[src/rtl/led_pattern_sequencer.sv]
// Memory-game round controller: generates an LFSR pattern, plays it on the LEDs,
// then checks the player's button presses step by step against it.
module led_pattern_sequencer #(
  parameter int unsigned MAX_LEN       = 16,
  parameter int unsigned TICK_DIV      = 100,
  parameter int unsigned ON_TICKS      = 4,
  parameter int unsigned OFF_TICKS     = 2,
  parameter int unsigned TIMEOUT_TICKS = 500
) (
  input  logic       clk_2,
  input  logic       rst_n,
  input  logic       start,
  input  logic       abort,
  input  logic [4:0] level_len,
  input  logic [7:0] seed,
  input  logic [7:0] btn,
  output logic [7:0] led,
  output logic       busy,
  output logic       input_phase,
  output logic       done,
  output logic       pass,
  output logic       fail,
  output logic [4:0] err_step
);

  localparam int unsigned IdxW   = (MAX_LEN > 1) ? $clog2(MAX_LEN) : 1;
  localparam int unsigned PrescW = (TICK_DIV > 1) ? $clog2(TICK_DIV) : 1;
  localparam int unsigned TickW  = $clog2(TIMEOUT_TICKS + ON_TICKS + OFF_TICKS + 1);

  typedef enum logic [2:0] {
    StIdle,
    StLoad,
    StShowOn,
    StShowOff,
    StInput,
    StResult
  } state_e;

  state_e            state_q;
  logic [4:0]        len_q;
  logic [4:0]        idx_q;
  logic [7:0]        lfsr_q;
  logic [2:0]        step_q [MAX_LEN];
  logic [PrescW-1:0] presc_q;
  logic [TickW-1:0]  tick_cnt_q;
  logic [7:0]        btn_q;
  logic [7:0]        rise_q;

  logic       tick;
  logic       last_step;
  logic [7:0] lfsr_nxt;
  logic [4:0] len_clamp;
  logic [4:0] idx_inc;
  logic [2:0] cur_step;
  logic [2:0] next_step;

  function automatic logic [7:0] onehot(input logic [2:0] sel);
    onehot = 8'd1 << sel;
  endfunction

  always_comb begin
    tick      = (presc_q == PrescW'(TICK_DIV - 1));
    lfsr_nxt  = {lfsr_q[6:0], lfsr_q[7] ^ lfsr_q[5] ^ lfsr_q[4] ^ lfsr_q[3]};
    last_step = (idx_q == len_q - 5'd1);
    idx_inc   = idx_q + 5'd1;
    cur_step  = step_q[idx_q[IdxW-1:0]];
    next_step = step_q[idx_inc[IdxW-1:0]];
    if (level_len == 5'd0) begin
      len_clamp = 5'd1;
    end else if (level_len > 5'(MAX_LEN)) begin
      len_clamp = 5'(MAX_LEN);
    end else begin
      len_clamp = level_len;
    end
  end

  // Pattern storage needs no reset; it is always rewritten in LOAD before use.
  always_ff @(posedge clk_2) begin
    if (state_q == StLoad) begin
      step_q[idx_q[IdxW-1:0]] <= lfsr_nxt[2:0];
    end
  end

  // Registered rise so a press in cycle t is evaluated in cycle t+1.
  always_ff @(posedge clk_2 or negedge rst_n) begin
    if (!rst_n) begin
      btn_q  <= '0;
      rise_q <= '0;
    end else begin
      btn_q  <= btn;
      rise_q <= btn & ~btn_q;
    end
  end

  always_ff @(posedge clk_2 or negedge rst_n) begin
    if (!rst_n) begin
      state_q     <= StIdle;
      len_q       <= 5'd1;
      idx_q       <= '0;
      lfsr_q      <= 8'hA5;
      presc_q     <= '0;
      tick_cnt_q  <= '0;
      led         <= '0;
      busy        <= 1'b0;
      input_phase <= 1'b0;
      done        <= 1'b0;
      pass        <= 1'b0;
      fail        <= 1'b0;
      err_step    <= '0;
    end else begin
      done <= 1'b0;
      if (tick) begin
        presc_q    <= '0;
        tick_cnt_q <= tick_cnt_q + TickW'(1);
      end else begin
        presc_q <= presc_q + PrescW'(1);
      end

      if (abort) begin
        state_q     <= StIdle;
        led         <= '0;
        busy        <= 1'b0;
        input_phase <= 1'b0;
        // An aborted round reports no result; a finished one stays visible in IDLE.
        if (state_q != StIdle) begin
          pass     <= 1'b0;
          fail     <= 1'b0;
          err_step <= '0;
        end
      end else begin
        unique case (state_q)
          StIdle: begin
            led <= '0;
            if (start) begin
              len_q      <= len_clamp;
              lfsr_q     <= (seed == 8'h00) ? 8'hA5 : seed;
              pass       <= 1'b0;
              fail       <= 1'b0;
              err_step   <= '0;
              idx_q      <= '0;
              busy       <= 1'b1;
              presc_q    <= '0;
              tick_cnt_q <= '0;
              state_q    <= StLoad;
            end
          end

          StLoad: begin
            lfsr_q <= lfsr_nxt;
            if (last_step) begin
              idx_q      <= '0;
              // With a 1-step round, step 0 is being written this very cycle.
              led        <= onehot((idx_q == 5'd0) ? lfsr_nxt[2:0] : step_q[0]);
              presc_q    <= '0;
              tick_cnt_q <= '0;
              state_q    <= StShowOn;
            end else begin
              idx_q <= idx_inc;
            end
          end

          StShowOn: begin
            if (tick && tick_cnt_q == TickW'(ON_TICKS - 1)) begin
              led        <= '0;
              presc_q    <= '0;
              tick_cnt_q <= '0;
              state_q    <= StShowOff;
            end
          end

          StShowOff: begin
            if (tick && tick_cnt_q == TickW'(OFF_TICKS - 1)) begin
              presc_q    <= '0;
              tick_cnt_q <= '0;
              if (last_step) begin
                idx_q       <= '0;
                led         <= btn;
                input_phase <= 1'b1;
                state_q     <= StInput;
              end else begin
                idx_q   <= idx_inc;
                led     <= onehot(next_step);
                state_q <= StShowOn;
              end
            end
          end

          StInput: begin
            led <= btn;
            if (rise_q != 8'd0) begin
              // Equality with a one-hot value also rejects multi-button rises.
              if (rise_q == onehot(cur_step)) begin
                presc_q    <= '0;
                tick_cnt_q <= '0;
                if (last_step) begin
                  pass        <= 1'b1;
                  led         <= '0;
                  input_phase <= 1'b0;
                  state_q     <= StResult;
                end else begin
                  idx_q <= idx_inc;
                end
              end else begin
                fail        <= 1'b1;
                err_step    <= idx_q;
                led         <= '0;
                input_phase <= 1'b0;
                presc_q     <= '0;
                tick_cnt_q  <= '0;
                state_q     <= StResult;
              end
            end else if (tick && tick_cnt_q == TickW'(TIMEOUT_TICKS - 1)) begin
              fail        <= 1'b1;
              err_step    <= idx_q;
              led         <= '0;
              input_phase <= 1'b0;
              presc_q     <= '0;
              tick_cnt_q  <= '0;
              state_q     <= StResult;
            end
          end

          StResult: begin
            done    <= 1'b1;
            led     <= '0;
            busy    <= 1'b0;
            state_q <= StIdle;
          end

          default: begin
            led     <= '0;
            busy    <= 1'b0;
            state_q <= StIdle;
          end
        endcase
      end
    end
  end

endmodule

[config.mk]
export PLATFORM = sky130hd
export DESIGN_NAME = led_pattern_sequencer
export DESIGN_NICKNAME = d
export VERILOG_FILES = /design/src/rtl/led_pattern_sequencer.sv
export SDC_FILE = /design/constraint.sdc
export NUM_CORES = 1
export LEC_CHECK = 0
export CORE_AREA = 2 2 112 114
export DETAILED_ROUTE_END_ITERATION = 6
export DIE_AREA = 0 0 114 116
export PLACE_DENSITY = 0.73
export SYNTH_ARGS = -nofsm -noshare
export SYNTH_HDL_FRONTEND = slang
export SYNTH_SLANG_ARGS = --single-unit
[constraint.sdc]
create_clock -name clk_2 -period 4.5 [get_ports clk_2]
set_input_delay 1.125 -clock clk_2 [delete_from_list [all_inputs] [get_ports clk_2]]
set_output_delay 1.125 -clock clk_2 [all_outputs]
set_load 0.005 [all_outputs]
==> results.tsv <==
stage	metric	value	unit
status	status	completed	
power	leakage	2.88	nW
yosys	synth-edff-count	48	
floorplan	die_area	13200	um^2
floorplan	core	11900	um^2
yosys	synth.distinct_cells	66	
worst_setup_path	crit_chain	buf_4, mux4_2, nand3_1, nand4_1, nor4_1, and3b_1, nor4_4, nor3_1, or2_1	
detailed_routing	drc	0	
global_routing	antenna_found_initial	0	
sta	hold_slack	0.390	ns
yosys	synth_area	6430	um^2
worst_setup_path	r2r_end	fail	
sta	rsz0062_at_grt	false	
clock_tree	clk_pin_slew	0.06	ns
clock_tree	cts_resized	0	
clock_tree	post_cts_buffers	0	
sta	tns	0	ns
worst_setup_path	rrSetupSlack	0.46	ns
floorplan	num_rows	40	
yosys	synth_top_area_cell	dfrtp_1	
global_routing	overflow	0	
clock_tree	cts.sinks	119	
yosys	syn-num-nets	620	
yosys	syn_avg_cell_area	11.0	um^2
place	io_buffer_count	42	
worst_setup_path	crit_type	flip-flop to flip-flop	
yosys	async_flop_share	59.7	%
worst_hold_path	hold-path-endpoint	rise_q[3]	
worst_hold_path	hp-class	flip-flop to flip-flop	
floorplan	start_util	54.0	%
worst_setup_path	cp.arrival	4.35	ns
clock_tree	clock_path_buffers	2	
global_routing	grt_pass1_wl	26300	um
place	placed_cell_area	7020	um^2
job	drv_cap	0	
power	p_total	4.82	mW
detailed_routing	wl_per_cell	20.7	um
yosys	synth_warnings	0	
global_routing	track_usage	26.6	%
worst_hold_path	hold_path_depth	1	
detailed_routing	drtPass1Iterations	7	
sta	hold_viol	0	
clock_tree	clk_latency	0.42	ns
layout	layout-drive-gt1-share	14.6	%
power	powerDensity	627	nW/um^2
layout	antennaDiodeCount	0	
worst_setup_path	critical_path.endpoint_type	flip-flop	
place	gp_congestion	0.923	
clock_tree	tritoncts	done	
detailed_routing	routed_wl	16500	um
yosys	yosysTopAreaCellShare	25.7	%
clock_tree	cts_hold_buf	0	
sta	setup_viol_count_final	0	
detailed_routing	drtIter0Drc	556	
worst_hold_path	hp-start	btn_q[3]	
yosys	ys_seq_area_share	50.1	%
worst_setup_path	cp_max_fo	16	
worst_setup_path	crit_start	idx_q[0]	
sta	post-route-period-util	89.8	%
detailed_routing	drt.antenna.violating_nets	0	
worst_setup_path	cpPeakStageDelay	0.77	ns
place	place_hpwl	11600	um
layout	design_area	7690	um^2
sta	drv_slew	0	
sta	fmax	0.248	GHz
layout	stdcell_count	798	
clock_tree	cts.htree.levels	4	
detailed_routing	vias	5128	
worst_setup_path	crit-reg2reg-launch	idx_q[0]	
yosys	synth_ff_type	dfrtp_1	
worst_setup_path	crit_path_start_kind	flip-flop	
detailed_routing	routed_via_density	6.43	
yosys	ys_top_cells_by_area	dfrtp_1 (26%), edfxtp_1 (22%), mux4_2 (9.1%), nor2_1 (4.6%), nand2_1 (3.6%)	
worst_setup_path	reg2regPathDepth	9	
layout	mostFrequentLayoutCell	nor2_1	
global_routing	grt_pass1_vias	4840	
sta	skew	0.00781	ns
yosys	ys_ff_latch	119	
layout	syn_to_final_growth	19.6	%
clock_tree	root_buffer	clkbuf_16	
sta	tightest_slew	1.13	ns
floorplan	die_h	116	um
yosys	synthCells	587	
worst_setup_path	crit_required	4.80	ns
sta	slew_headroom	24.7	%
layout	layout.nets	671	
place	dp_cells	766	
power	vdd_drop_max	0.342	mV
clock_tree	cts_made_buffers	17	
sta	period_needed	4.04	ns
layout	final_cell_mix	nor2_1 (78), dfrtp_1 (66), nand2_1 (61), edfxtp_1 (48), clkdlybuf4s50_1 (41)	
floorplan	ios	43	
worst_setup_path	cpMaxStageDelayCell	dfrtp_1	
floorplan	die_w	114	um
global_routing	grt_start_max_net_pins	49	
[cells by family after synthesis]
family	after synthesis	share of synthesized area (%)
AOI/OAI and AO/OA	103	11.5
xor gates and xnor gates	22	3.00
adders and majority gates	8	1.56
buffers and inverters	47	3.07
DFF	119	50.1
muxes	47	12.5
and+or+nand+nor	241	18.3
[report_power, final]
group	switching [mW]	leakage [nW]	internal, mW	total [mW]
clock	0.519	0.324	0.994	1.51
sequential	0.200	1.35	1.41	1.61
combinational	0.979	1.20	0.723	1.70
[synthesized netlist by cell type (3+ instances only)]
library cell and instances:
and3_1 4, mux2_2 4, o31a_1 4, o22ai_1 4, clkbuf_1 17, nor2_1 78
a2111oi_0 3, mux2i_1 17, edfxtp_1 48, nor2b_1 13, nand3_1 13, nor4_1 7
o221ai_1 7, inv_1 23, ha_1 8, mux4_2 26, dfstp_2 5, o21a_1 3
o31ai_1 4, a31oi_1 9, or2_2 4, o21ai_0 19, a21oi_1 16, nand4_1 9
o2bb2ai_1 5, dfrtp_1 66, xnor2_1 12, xor2_1 10, nand2b_1 12, nor3_1 20
a211oi_1 8, nand2_1 61, and2_1 4
[state kept, by name (all words and copies together) (netlist names)]
register / count
len_q: 5
state_q: 3
done: 1
idx_q: 5
pass: 1
input_phase: 1
rise_q: 8
fail: 1
step_q: 48
err_step: 5
lfsr_q: 8
btn_q: 8
presc_q: 7
busy: 1
tick_cnt_q: 9
led: 8
[layout make-up]
class / count / area, um^2
Multi-Input combinational cell: 421 / 3010
Inverter: 23 / 86.3
Clock buffer: 22 / 518
Clock inverter: 10 / 150
Fill cell: 934 / 4220
Tap cell: 147 / 184
Sequential cell: 119 / 3220
Timing Repair Buffer: 56 / 520
[per-stage QoR]
step	setup WS (ns)	util (%)
6_report	0.460	64.6
2_1_floorplan	0.605	-
3_3_place_gp	0.584	59.0
4_1_cts	0.447	64.6
5_1_grt	0.153	64.6
3_5_place_dp	0.455	59.0
[critical path: cells and delay by family, from the launching register on]
kind | cells | cell delay (ns)
and+or+nand+nor | 7 | 2.25
DFF | 1 | 0.77
muxes | 1 | 0.52
buffers and inverters | 1 | 0.37
[per-layer routing]
layer | vias up | share of wire (%) | track usage (%)
met5 | - | 0 | 0
met4 | 0 | 2.7 | 10.7
met3 | 41 | 9.4 | 6.01
met2 | 290 | 47 | 39.8
met1 | 2517 | 41 | 38.2
li1 | 2280 | - | -
[worst max-delay path by stage]
| stage | endpoint | slack, ns |
|---|---|---|
| CTS | led[1] | 0.45 |
| global route | led[7] | 0.15 |
| global placement | led[1] | 0.58 |
| floorplan | led[1] | 0.60 |
| finish | fail | 0.46 |
| detailed placement | led[1] | 0.46 |
(Power assumes the default switching activity.)
